===== src/rtl/fib_pkg.sv =====
// rtl/fib_pkg.sv - shared types and constants for the Fibonacci frame stack
package fib_pkg;

   typedef enum logic [3:0] {
      IDLE,
      PUSH0,
      PUSH1,
      PUSH2,
      POP0,
      POP1,
      POP2,
      POPW,
      DONE
   } stack_state_t;

   localparam int FRAME_WORDS = 3;

   localparam logic [1:0] FLD_N    = 2'd0;
   localparam logic [1:0] FLD_FLAG = 2'd1;
   localparam logic [1:0] FLD_RES  = 2'd2;

endpackage


===== src/rtl/fib_stack_if.sv =====
// rtl/fib_stack_if.sv - request/response bundle between recursion controller and frame stack
interface fib_stack_if #(
   parameter int WIDTH = 8,
   parameter int DEPTH = 16
);
   localparam int DW = $clog2(DEPTH + 1);

   logic             pushSig;
   logic             popSig;
   logic [WIDTH-1:0] n_in;
   logic [WIDTH-1:0] flag_in;
   logic [WIDTH-1:0] res_in;
   logic [WIDTH-1:0] n_out;
   logic [WIDTH-1:0] flag_out;
   logic [WIDTH-1:0] res_out;
   logic             readySig;
   logic [DW-1:0]    depth;
   logic             empty;
   logic             full;
   logic             err;

   modport master (
      output pushSig, popSig, n_in, flag_in, res_in,
      input  n_out, flag_out, res_out, readySig, depth, empty, full, err
   );

   modport slave (
      input  pushSig, popSig, n_in, flag_in, res_in,
      output n_out, flag_out, res_out, readySig, depth, empty, full, err
   );
endinterface


===== src/rtl/fib_stack_ram.sv =====
// rtl/fib_stack_ram.sv - single-port frame RAM, sync write, 1-cycle sync read, no reset
module fib_stack_ram
   import fib_pkg::*;
#(
   parameter int WIDTH = 8,
   parameter int DEPTH = 16,
   localparam int WORDS = FRAME_WORDS * DEPTH,
   localparam int AW    = $clog2(WORDS)
) (
   input  logic             clk,
   input  logic             we,
   input  logic [AW-1:0]    addr,
   input  logic [WIDTH-1:0] wdata,
   output logic [WIDTH-1:0] rdata
);
   logic [WIDTH-1:0] mem [WORDS];

   always_ff @(posedge clk) begin
      if (we) begin
         mem[addr] <= wdata;
      end
      rdata <= mem[addr];
   end
endmodule


===== src/rtl/fib_stack.sv =====
// rtl/fib_stack.sv - recursion frame stack {n, flag, res} serialized into a word-wide RAM
// Optional sticky overflow/underflow flag enabled by FIB_STACK_ERR_EN.
module fib_stack
   import fib_pkg::*;
#(
   parameter int WIDTH = 8,
   parameter int DEPTH = 16
) (
   input logic       clk,
   input logic       rst,
   fib_stack_if.slave bus
);
   localparam int SPW = $clog2(DEPTH + 1);
   localparam int AW  = $clog2(FRAME_WORDS * DEPTH);

   stack_state_t     state, state_nxt;
   logic [SPW-1:0]   sp;
   logic [WIDTH-1:0] fr_n, fr_flag, fr_res;
   logic [WIDTH-1:0] n_q, flag_q, res_q;
   logic             is_full, is_empty;
   logic             ram_we, is_pop_st, ready;
   logic [1:0]       fld;
   logic [SPW-1:0]   sp_sel;
   logic [AW-1:0]    ram_addr;
   logic [WIDTH-1:0] ram_wdata, ram_rdata;

   assign is_full  = (sp == SPW'(DEPTH));
   assign is_empty = (sp == '0);

   always_ff @(posedge clk) begin
      if (rst) begin
         state <= IDLE;
      end else begin
         state <= state_nxt;
      end
   end

   always_comb begin
      state_nxt = state;
      case (state)
         IDLE: begin
            if (bus.pushSig) begin
               state_nxt = PUSH0;
            end else if (bus.popSig) begin
               state_nxt = POP0;
            end
         end
         PUSH0:   state_nxt = PUSH1;
         PUSH1:   state_nxt = PUSH2;
         PUSH2:   state_nxt = DONE;
         POP0:    state_nxt = POP1;
         POP1:    state_nxt = POP2;
         POP2:    state_nxt = POPW;
         POPW:    state_nxt = DONE;
         DONE:    state_nxt = IDLE;
         default: state_nxt = IDLE;
      endcase
   end

   always_comb begin
      ram_we    = 1'b0;
      is_pop_st = 1'b0;
      ready     = 1'b0;
      fld       = FLD_N;
      ram_wdata = fr_n;
      case (state)
         PUSH0: begin
            ram_we = !is_full;
         end
         PUSH1: begin
            ram_we    = !is_full;
            fld       = FLD_FLAG;
            ram_wdata = fr_flag;
         end
         PUSH2: begin
            ram_we    = !is_full;
            fld       = FLD_RES;
            ram_wdata = fr_res;
         end
         POP0: is_pop_st = 1'b1;
         POP1: begin
            is_pop_st = 1'b1;
            fld       = FLD_FLAG;
         end
         POP2: begin
            is_pop_st = 1'b1;
            fld       = FLD_RES;
         end
         DONE:    ready = 1'b1;
         default: ;
      endcase
   end

   // Pops address the top frame (sp-1); an empty pop reads frame 0 and discards the data.
   assign sp_sel   = (is_pop_st && !is_empty) ? sp - SPW'(1) : sp;
   assign ram_addr = AW'(sp_sel) * AW'(FRAME_WORDS) + AW'(fld);

   always_ff @(posedge clk) begin
      if (rst) begin
         sp      <= '0;
         n_q     <= '0;
         flag_q  <= '0;
         res_q   <= '0;
         fr_n    <= '0;
         fr_flag <= '0;
         res_q   <= '0;
         fr_res  <= '0;
      end else begin
         if (state == IDLE && bus.pushSig) begin
            fr_n    <= bus.n_in;
            fr_flag <= bus.flag_in;
            fr_res  <= bus.res_in;
         end
         if (state == PUSH2 && !is_full) begin
            sp <= sp + SPW'(1);
         end
         // RAM data lags the issued address by one cycle.
         if (state == POP1) begin
            n_q <= is_empty ? '0 : ram_rdata;
         end
         if (state == POP2) begin
            flag_q <= is_empty ? '0 : ram_rdata;
         end
         if (state == POPW) begin
            res_q <= is_empty ? '0 : ram_rdata;
            if (!is_empty) begin
               sp <= sp - SPW'(1);
            end
         end
      end
   end

`ifdef FIB_STACK_ERR_EN
   logic err_q, bad_q;

   always_ff @(posedge clk) begin
      if (rst) begin
         err_q <= 1'b0;
         bad_q <= 1'b0;
      end else begin
         if (state == IDLE) begin
            bad_q <= bus.pushSig ? is_full : (bus.popSig & is_empty);
         end
         if (state == DONE && bad_q) begin
            err_q <= 1'b1;
         end
      end
   end

   assign bus.err = err_q;
`else
   assign bus.err = 1'b0;
`endif

   fib_stack_ram #(
      .WIDTH (WIDTH),
      .DEPTH (DEPTH)
   ) u_ram (
      .clk   (clk),
      .we    (ram_we),
      .addr  (ram_addr),
      .wdata (ram_wdata),
      .rdata (ram_rdata)
   );

   assign bus.readySig = ready;
   assign bus.n_out    = n_q;
   assign bus.flag_out = flag_q;
   assign bus.res_out  = res_q;
   assign bus.depth    = sp;
   assign bus.empty    = is_empty;
   assign bus.full     = is_full;
endmodule

===== src/flat_wrapper.sv =====
// flat-port wrapper written by rule: the top's interface ports become plain ports
module fib_stack_flat import fib_pkg::*;
#(
   parameter int WIDTH = 8,
   parameter int DEPTH = 16
)
  (clk, rst, bus_pushSig, bus_popSig, bus_n_in, bus_flag_in, bus_res_in, bus_n_out, bus_flag_out, bus_res_out, bus_readySig, bus_depth, bus_empty, bus_full, bus_err);
  fib_stack_if #(.WIDTH(WIDTH), .DEPTH(DEPTH)) bus_i ();
  input logic clk;
  input logic rst;
  input wire logic [$bits(bus_i.pushSig)-1:0] bus_pushSig;
  input wire logic [$bits(bus_i.popSig)-1:0] bus_popSig;
  input wire logic [$bits(bus_i.n_in)-1:0] bus_n_in;
  input wire logic [$bits(bus_i.flag_in)-1:0] bus_flag_in;
  input wire logic [$bits(bus_i.res_in)-1:0] bus_res_in;
  output wire logic [$bits(bus_i.n_out)-1:0] bus_n_out;
  output wire logic [$bits(bus_i.flag_out)-1:0] bus_flag_out;
  output wire logic [$bits(bus_i.res_out)-1:0] bus_res_out;
  output wire logic [$bits(bus_i.readySig)-1:0] bus_readySig;
  output wire logic [$bits(bus_i.depth)-1:0] bus_depth;
  output wire logic [$bits(bus_i.empty)-1:0] bus_empty;
  output wire logic [$bits(bus_i.full)-1:0] bus_full;
  output wire logic [$bits(bus_i.err)-1:0] bus_err;
  assign bus_i.pushSig = bus_pushSig;
  assign bus_i.popSig = bus_popSig;
  assign bus_i.n_in = bus_n_in;
  assign bus_i.flag_in = bus_flag_in;
  assign bus_i.res_in = bus_res_in;
  assign bus_n_out = bus_i.n_out;
  assign bus_flag_out = bus_i.flag_out;
  assign bus_res_out = bus_i.res_out;
  assign bus_readySig = bus_i.readySig;
  assign bus_depth = bus_i.depth;
  assign bus_empty = bus_i.empty;
  assign bus_full = bus_i.full;
  assign bus_err = bus_i.err;
  fib_stack #(.WIDTH(WIDTH), .DEPTH(DEPTH)) u_core (.clk(clk), .rst(rst), .bus(bus_i));
endmodule

===== config.mk =====
export PLATFORM = sky130hd
export DESIGN_NAME = fib_stack_flat
export DESIGN_NICKNAME = d
export VERILOG_FILES = /design/src/rtl/fib_pkg.sv /design/src/rtl/fib_stack_if.sv /design/src/rtl/fib_stack_ram.sv /design/src/rtl/fib_stack.sv /design/src/flat_wrapper.sv
export SDC_FILE = /design/constraint.sdc
export NUM_CORES = 1
export LEC_CHECK = 0
export BUFFER_PORTS_ARGS = -buffer_cell sky130_fd_sc_hd__buf_2
export CAP_MARGIN = 20
export CORE_AREA = 2 2 246 248
export CTS_BUF_LIST = sky130_fd_sc_hd__clkbuf_4
export DETAILED_ROUTE_END_ITERATION = 10
export DIE_AREA = 0 0 248 250
export PLACE_DENSITY = 0.44
export SLEW_MARGIN = 20
export SYNTH_ARGS = -nofsm -noshare
export SYNTH_HDL_FRONTEND = slang
export SYNTH_SLANG_ARGS = --single-unit

===== constraint.sdc =====
create_clock -name clk -period 12 [get_ports clk]
set_clock_uncertainty 0.05 [all_clocks]
set_input_delay 3 -clock clk [delete_from_list [all_inputs] [get_ports clk]]
set_output_delay 3 -clock clk [all_outputs]
set_load 0.01 [all_outputs]

==> results.toml, run 1 <==
[run_status]
status = "completed"

[power_and_ir_drop]
power_density_nw_per_um2 = 181
total_power_mw = 3.83
leakagePower_nw = 6.86
peakVddDrop_v = 0.0000743

[placed_design]
dp_hpwl_mm = 31.6
gp_congestion = 0.792
io_buffers = 59

[die]
die_height_um = 250
coreArea_um2 = 59600
initial_utilization = 0.307
ios = 61
rows = 90
die-area_um2 = 62000
die-width_um = 248

[global_route]
grt_pass1_wl_mm = 78.8
first_global_vias = 11600
antenna_found_initial = 2
grt-ovfl-total = 0
grt_usage = 0.174
grt_max_degree = 58

[synthesis]
synthCells = 1214
synth_area_um2 = 18300
ys_warn_count = 0
synth-seq-area-share = 0.702
synth_edf_count = 384
synth.avg_cell_area_um2 = 15.1
ys_seq_elements = 449
synthFlopType = "edfxtp_1"
synthArstFlopShare = 0
synth_nets = 1254
yosysUniqueCellTypes = 71

[sta]
setup_viol = 0
max_slew.worst_pin.slew_ns = 1.09
period_share = 0.615
slew-limit-headroom = 0.274
finalHoldViolCount = 0
fmax_mhz = 136
fin_tns_setup_ns = 0
grt_setup_unrepaired = "no"
drv_slew = 0
fin_crit_ns = 7.38
hold_slack_ns = 0.402

[detailed_routing]
wl_mm = 53.5
dr.pass1.iters = 7
vias = 11400
drt_iter0_drc = 996
viasPerCell = 5.14
ant_nets = 0
drc_errors = 0
wire_per_inst_um = 24.1

[worst_setup_path]
critical_path.max_fanout = 50
required_ns = 12.43
cp-start-kind = "flop"
worst_ep_arrival_time_ns = 7.81
path_class = "flop to flop"
worst_setup_path_end_kind = "flop"

[clock_network]
cts_buffers = 117
cts_tree = "done"
clock_path_buffers = 3
root_buffer = "clkbuf_4"
clk_pin_slew_ns = 0.07
postCtsSetupBuffers = 0
cts.htree.levels = 3
postCtsHoldBufs = 0
insertion_delay_ns = 0.88
cts_resized = 0
cts_num_sinks = 449

[finish]
area_delta_synth_final_pct = 15.7
layout_common_cells = "edfxtp_1 (384), clkbuf_4 (172), nand2_1 (112), a21oi_1 (79), dfxtp_1 (65)"
fillers = 5753
drive_above_1_share = 0.279
nNetsFinal = 1390
final_common_cell = "edfxtp_1"

[worst_hold_path]
hold_path.class = "flop to flop"

[run]
drv_cap = 0
## power by group
part           internal (mW)  switching [mW]
Clock                  0.650           0.623
Sequential              1.82          0.0479
Combinational          0.210           0.478
Total                   2.68            1.15
## critical path: stages, from the launching register on
cell and delay, ns:
dfxtp_1 0.37, inv_1 0.11, ha_1 0.20, or4b_2 0.93
nand2_1 0.25, xnor2_1 0.21, inv_1 0.10, fa_1 0.50
inv_1 0.07, ha_4 0.16, fa_4 1.25, buf_4 0.69
and2_1 0.40, nand3_1 0.60, nor3_1 1.05
## cell usage after synthesis, types with 7 or more instances
master     count  area (µm²)
a211oi_1      10        75.1
a21oi_1       87         435
a221o_1        7        70.1
a221oi_1      17         149
a22oi_1       17         128
and3_1         7        43.8
buf_1         10        37.5
buf_2         26         130
buf_4         12        90.1
clkbuf_1      34         128
dfxtp_1       65        1300
edfxtp_1     384       11500
ha_1          10         125
inv_1         12        45.0
mux2_2        24         270
mux2i_1       49         490
mux4_2        43         968
nand2_1      112         420
nand3_1       60         300
nor2_1        32         120
nor2b_1        7        43.8
nor3_1        39         195
nor4_1        17         106
o211ai_1       9        67.6
o21ai_0       25         125
o2bb2ai_1      8        70.1
## metrics by stage
step,cell area [µm²],setup WS (ns),util,cells
after floorplan,18300,6.96,-,1214
after global placement,19700,4.72,0.330,2010
after detailed placement,19700,4.61,0.330,2011
after CTS,21100,4.57,0.354,2213
after global routing,21200,4.29,0.355,2219
final,21200,4.62,0.355,2219
## registers in the layout, indices dropped and copies added, names as in the netlist
signal	flops
u_core.bus.n_out	8
u_core.u_ram.rdata	8
u_core.bus.depth	5
u_core.fr_res	8
u_core.bus.flag_out	8
u_core.state	4
u_core.bus.res_out	8
u_core.fr_flag	8
u_core.u_ram.mem	384
u_core.fr_n	8
## worst paths after layout
check	start	end	slack (ns)	depth (start not counted)
max	u_core.bus.depth[0]$_SDFF_PP0_	u_core.u_ram.mem[15][5]$_DFFE_PP_	4.62	14
min	u_core.bus.flag_out[3]$_SDFFE_PP0P_	u_core.bus.flag_out[3]$_SDFFE_PP0P_	0.40	2
max reg2reg	u_core.bus.depth[0]$_SDFF_PP0_	u_core.u_ram.mem[15][5]$_DFFE_PP_	4.62	14
min reg2reg	u_core.bus.flag_out[3]$_SDFFE_PP0P_	u_core.bus.flag_out[3]$_SDFFE_PP0P_	0.40	2
## logic make-up (layout without fill, tap and decap cells)
group | after synthesis | count (layout) | share of synthesized area
adder cells (fa/ha/maj) | 12 | 12 | 0.00903
other | 1 | 5 | 0.000205
buffers and inverters | 102 | 321 | 0.0269
flip-flops | 449 | 449 | 0.702
AND/OR/NAND/NOR | 308 | 308 | 0.0814
XOR/XNOR | 10 | 10 | 0.00582
multiplexers | 119 | 119 | 0.0973
AO/OA/AOI/OAI | 213 | 213 | 0.0775
## layer usage
layer  global-route usage  part of all wire  vias up
li1                     -                 -     5089
met1                0.238              0.44     5827
met2                0.275              0.48      404
met3               0.0376             0.058       90
met4               0.0583             0.023        0
met5                    0                 0        -
## layout make-up
class / count / area (µm²) / area share
multi-input combinational: 663 / 5240 / 0.248
tap: 782 / 978 / 0.0462
antenna: 4 / 10.0 / 0.000473
clock buffer: 172 / 1290 / 0.0610
clock inverter: 30 / 126 / 0.00597
sequential: 449 / 12800 / 0.607
timing repair buffer: 104 / 626 / 0.0296
inverter: 15 / 56.3 / 0.00266
Power figures use the tool's default switching activity.
==> inputs of run 2 (changes only) <==
--- a/config.mk
+++ b/config.mk
@@ -11,7 +11,7 @@
 export CTS_BUF_LIST = sky130_fd_sc_hd__clkbuf_4
 export DETAILED_ROUTE_END_ITERATION = 10
 export DIE_AREA = 0 0 248 250
-export PLACE_DENSITY = 0.44
+export PLACE_DENSITY = 0.46
 export SLEW_MARGIN = 20
 export SYNTH_ARGS = -nofsm -noshare
 export SYNTH_HDL_FRONTEND = slang
==> constraint.sdc (replaced) <==
create_clock -name clk -period 6.3 [get_ports clk]
set_clock_uncertainty 0.05 [all_clocks]
set_input_delay 1.575 -clock clk [delete_from_list [all_inputs] [get_ports clk]]
set_output_delay 1.575 -clock clk [all_outputs]
set_load 0.01 [all_outputs]
==> run 2 against run 1 <==
Effect of this change:
- sequential share of layout area decreased by 1.2 points
- critical endpoint is now u_core.u_ram.mem[9][7]$_DFFE_PP_
- worst hold slack improved by 0.00054 ns
- flip-flop and latch count unchanged
- non-clock buffer count increased by 49
- worst setup slack got worse by 3.9 ns
- register-to-register slack got worse by 3.9 ns
- die area unchanged
- maximum frequency increased by 33%
==> results.toml, run 2 (synthesis results as in run 1) <==
[detailed_routing]
drt_iter0_drc = 1093
viasPerCell = 5.07
ant_nets = 0
wire_per_inst_um = 23.0
wl_mm = 52.4
dr.pass1.iters = 7
drc_errors = 0
vias = 11600

[finish]
final_common_cell = "edfxtp_1"
largest_register_ffs = 384
drive_above_1_share = 0.293
fillers = 5718
area_delta_synth_final_pct = 18.0
top_register = "u_core.u_ram.mem"
multi_input_area_um2 = 5150
layout.cells.non_filler = 2282
seq_area_um2 = 12800
layout_common_cells = "edfxtp_1 (384), clkbuf_4 (169), nand2_1 (112), buf_4 (91), a21oi_1 (79)"
nNetsFinal = 1439
fin_area_um2 = 21600

[sta]
slew-limit-headroom = 0.277
max_slew.worst_pin.slew_ns = 1.08
fmax_mhz = 180
drv_slew = 0
period_share = 0.881
hold_slack_ns = 0.403
setup_viol = 0
fin_tns_setup_ns = 0
finalHoldViolCount = 0
fin_crit_ns = 5.55
grt_setup_unrepaired = "no"

[placed_design]
gp_congestion = 0.800
io_buffers = 59
postPlaceCellArea_um2 = 20100
dp_hpwl_mm = 32.1
dp_cells = 2062

[worst_setup_path]
path_class = "flop to flop"
cp-start-kind = "flop"
required_ns = 6.83
worst_ep_arrival_time_ns = 6.08
critical_path.max_fanout = 25
worst_setup_path_end_kind = "flop"

[global_route]
antenna_found_initial = 3
grt_max_degree = 58
grt_pass1_wl_mm = 78.0
grt_usage = 0.171
grt-ovfl-total = 0
first_global_vias = 11600

[die]
die-area_um2 = 62000
coreArea_um2 = 59600
rows = 90
ios = 61
die-width_um = 248
die_height_um = 250
initial_utilization = 0.307

[clock_network]
cts_num_sinks = 449
insertion_delay_ns = 0.89
root_buffer = "clkbuf_4"
cts_buffers = 117
cts_tree = "done"
cts.htree.levels = 3
postCtsHoldBufs = 0
clock_path_buffers = 3
cts_resized = 0
clk_pin_slew_ns = 0.06
postCtsSetupBuffers = 0

[power_and_ir_drop]
power_density_nw_per_um2 = 344
total_power_mw = 7.41
peakVddDrop_v = 0.000149
leakagePower_nw = 7.16

[worst_hold_path]
hold_path.class = "flop to flop"

[run_status]
status = "completed"

[run]
drv_cap = 0
==> run 2: worst paths after layout <==
kind / startpoint / endpoint / slack (ns) / cells past startpoint
worst max-delay path: u_core.bus.depth[0]$_SDFF_PP0_ / u_core.u_ram.mem[9][7]$_DFFE_PP_ / 0.75 / 15
worst min-delay path: u_core.bus.res_out[5]$_SDFFE_PP0P_ / u_core.bus.res_out[5]$_SDFFE_PP0P_ / 0.40 / 2
worst max register to register: u_core.bus.depth[0]$_SDFF_PP0_ / u_core.u_ram.mem[9][7]$_DFFE_PP_ / 0.75 / 15
worst min register to register: u_core.bus.res_out[5]$_SDFFE_PP0P_ / u_core.bus.res_out[5]$_SDFFE_PP0P_ / 0.40 / 2
==> run 2: power by group <==
part	leakage, nW	internal (mW)	switching (mW)	total, mW
sequential	4.05	3.47	0.0706	3.54
clock	0.893	1.28	1.24	2.52
combinational	2.21	0.433	0.913	1.35
total	7.16	5.19	2.23	7.41
==> run 2: metrics by stage <==
step	utilization	setup WS [ns]
after detailed placement	0.337	0.830
after global placement	0.337	0.751
final	0.362	0.750
after CTS	0.362	0.802
after floorplan	-	1.26
after global routing	0.362	0.474
==> run 2: worst max-delay path, stage by stage, from the launching register on <==
cell and delay [ns]:
dfxtp_1 0.36, inv_1 0.11, ha_1 0.20, or4b_2 0.61, nand2_1 0.15, xnor2_1 0.21, inv_1 0.10, fa_1 0.49
inv_1 0.06, ha_4 0.17, fa_4 0.87, buf_4 0.32, nor3b_1 0.51, nand2_1 0.46, nor3_1 0.39, buf_4 0.23
==> run 2: area by class of cell <==
type                       count  area share
sequential                   449       0.595
multi-input combinational    663       0.239
clock buffer                 169      0.0588
timing repair buffer         153      0.0481
tap                          782      0.0453
clock inverter                48      0.0112
inverter                      15     0.00261
antenna                        3    0.000348
==> run 2: metal layers <==
metal,vias to the layer above,GRT usage,part of all wire
li1,5200,-,-
met1,5908,0.240,0.46
met2,383,0.265,0.47
met3,73,0.0384,0.058
met4,0,0.0479,0.019
met5,-,0,0
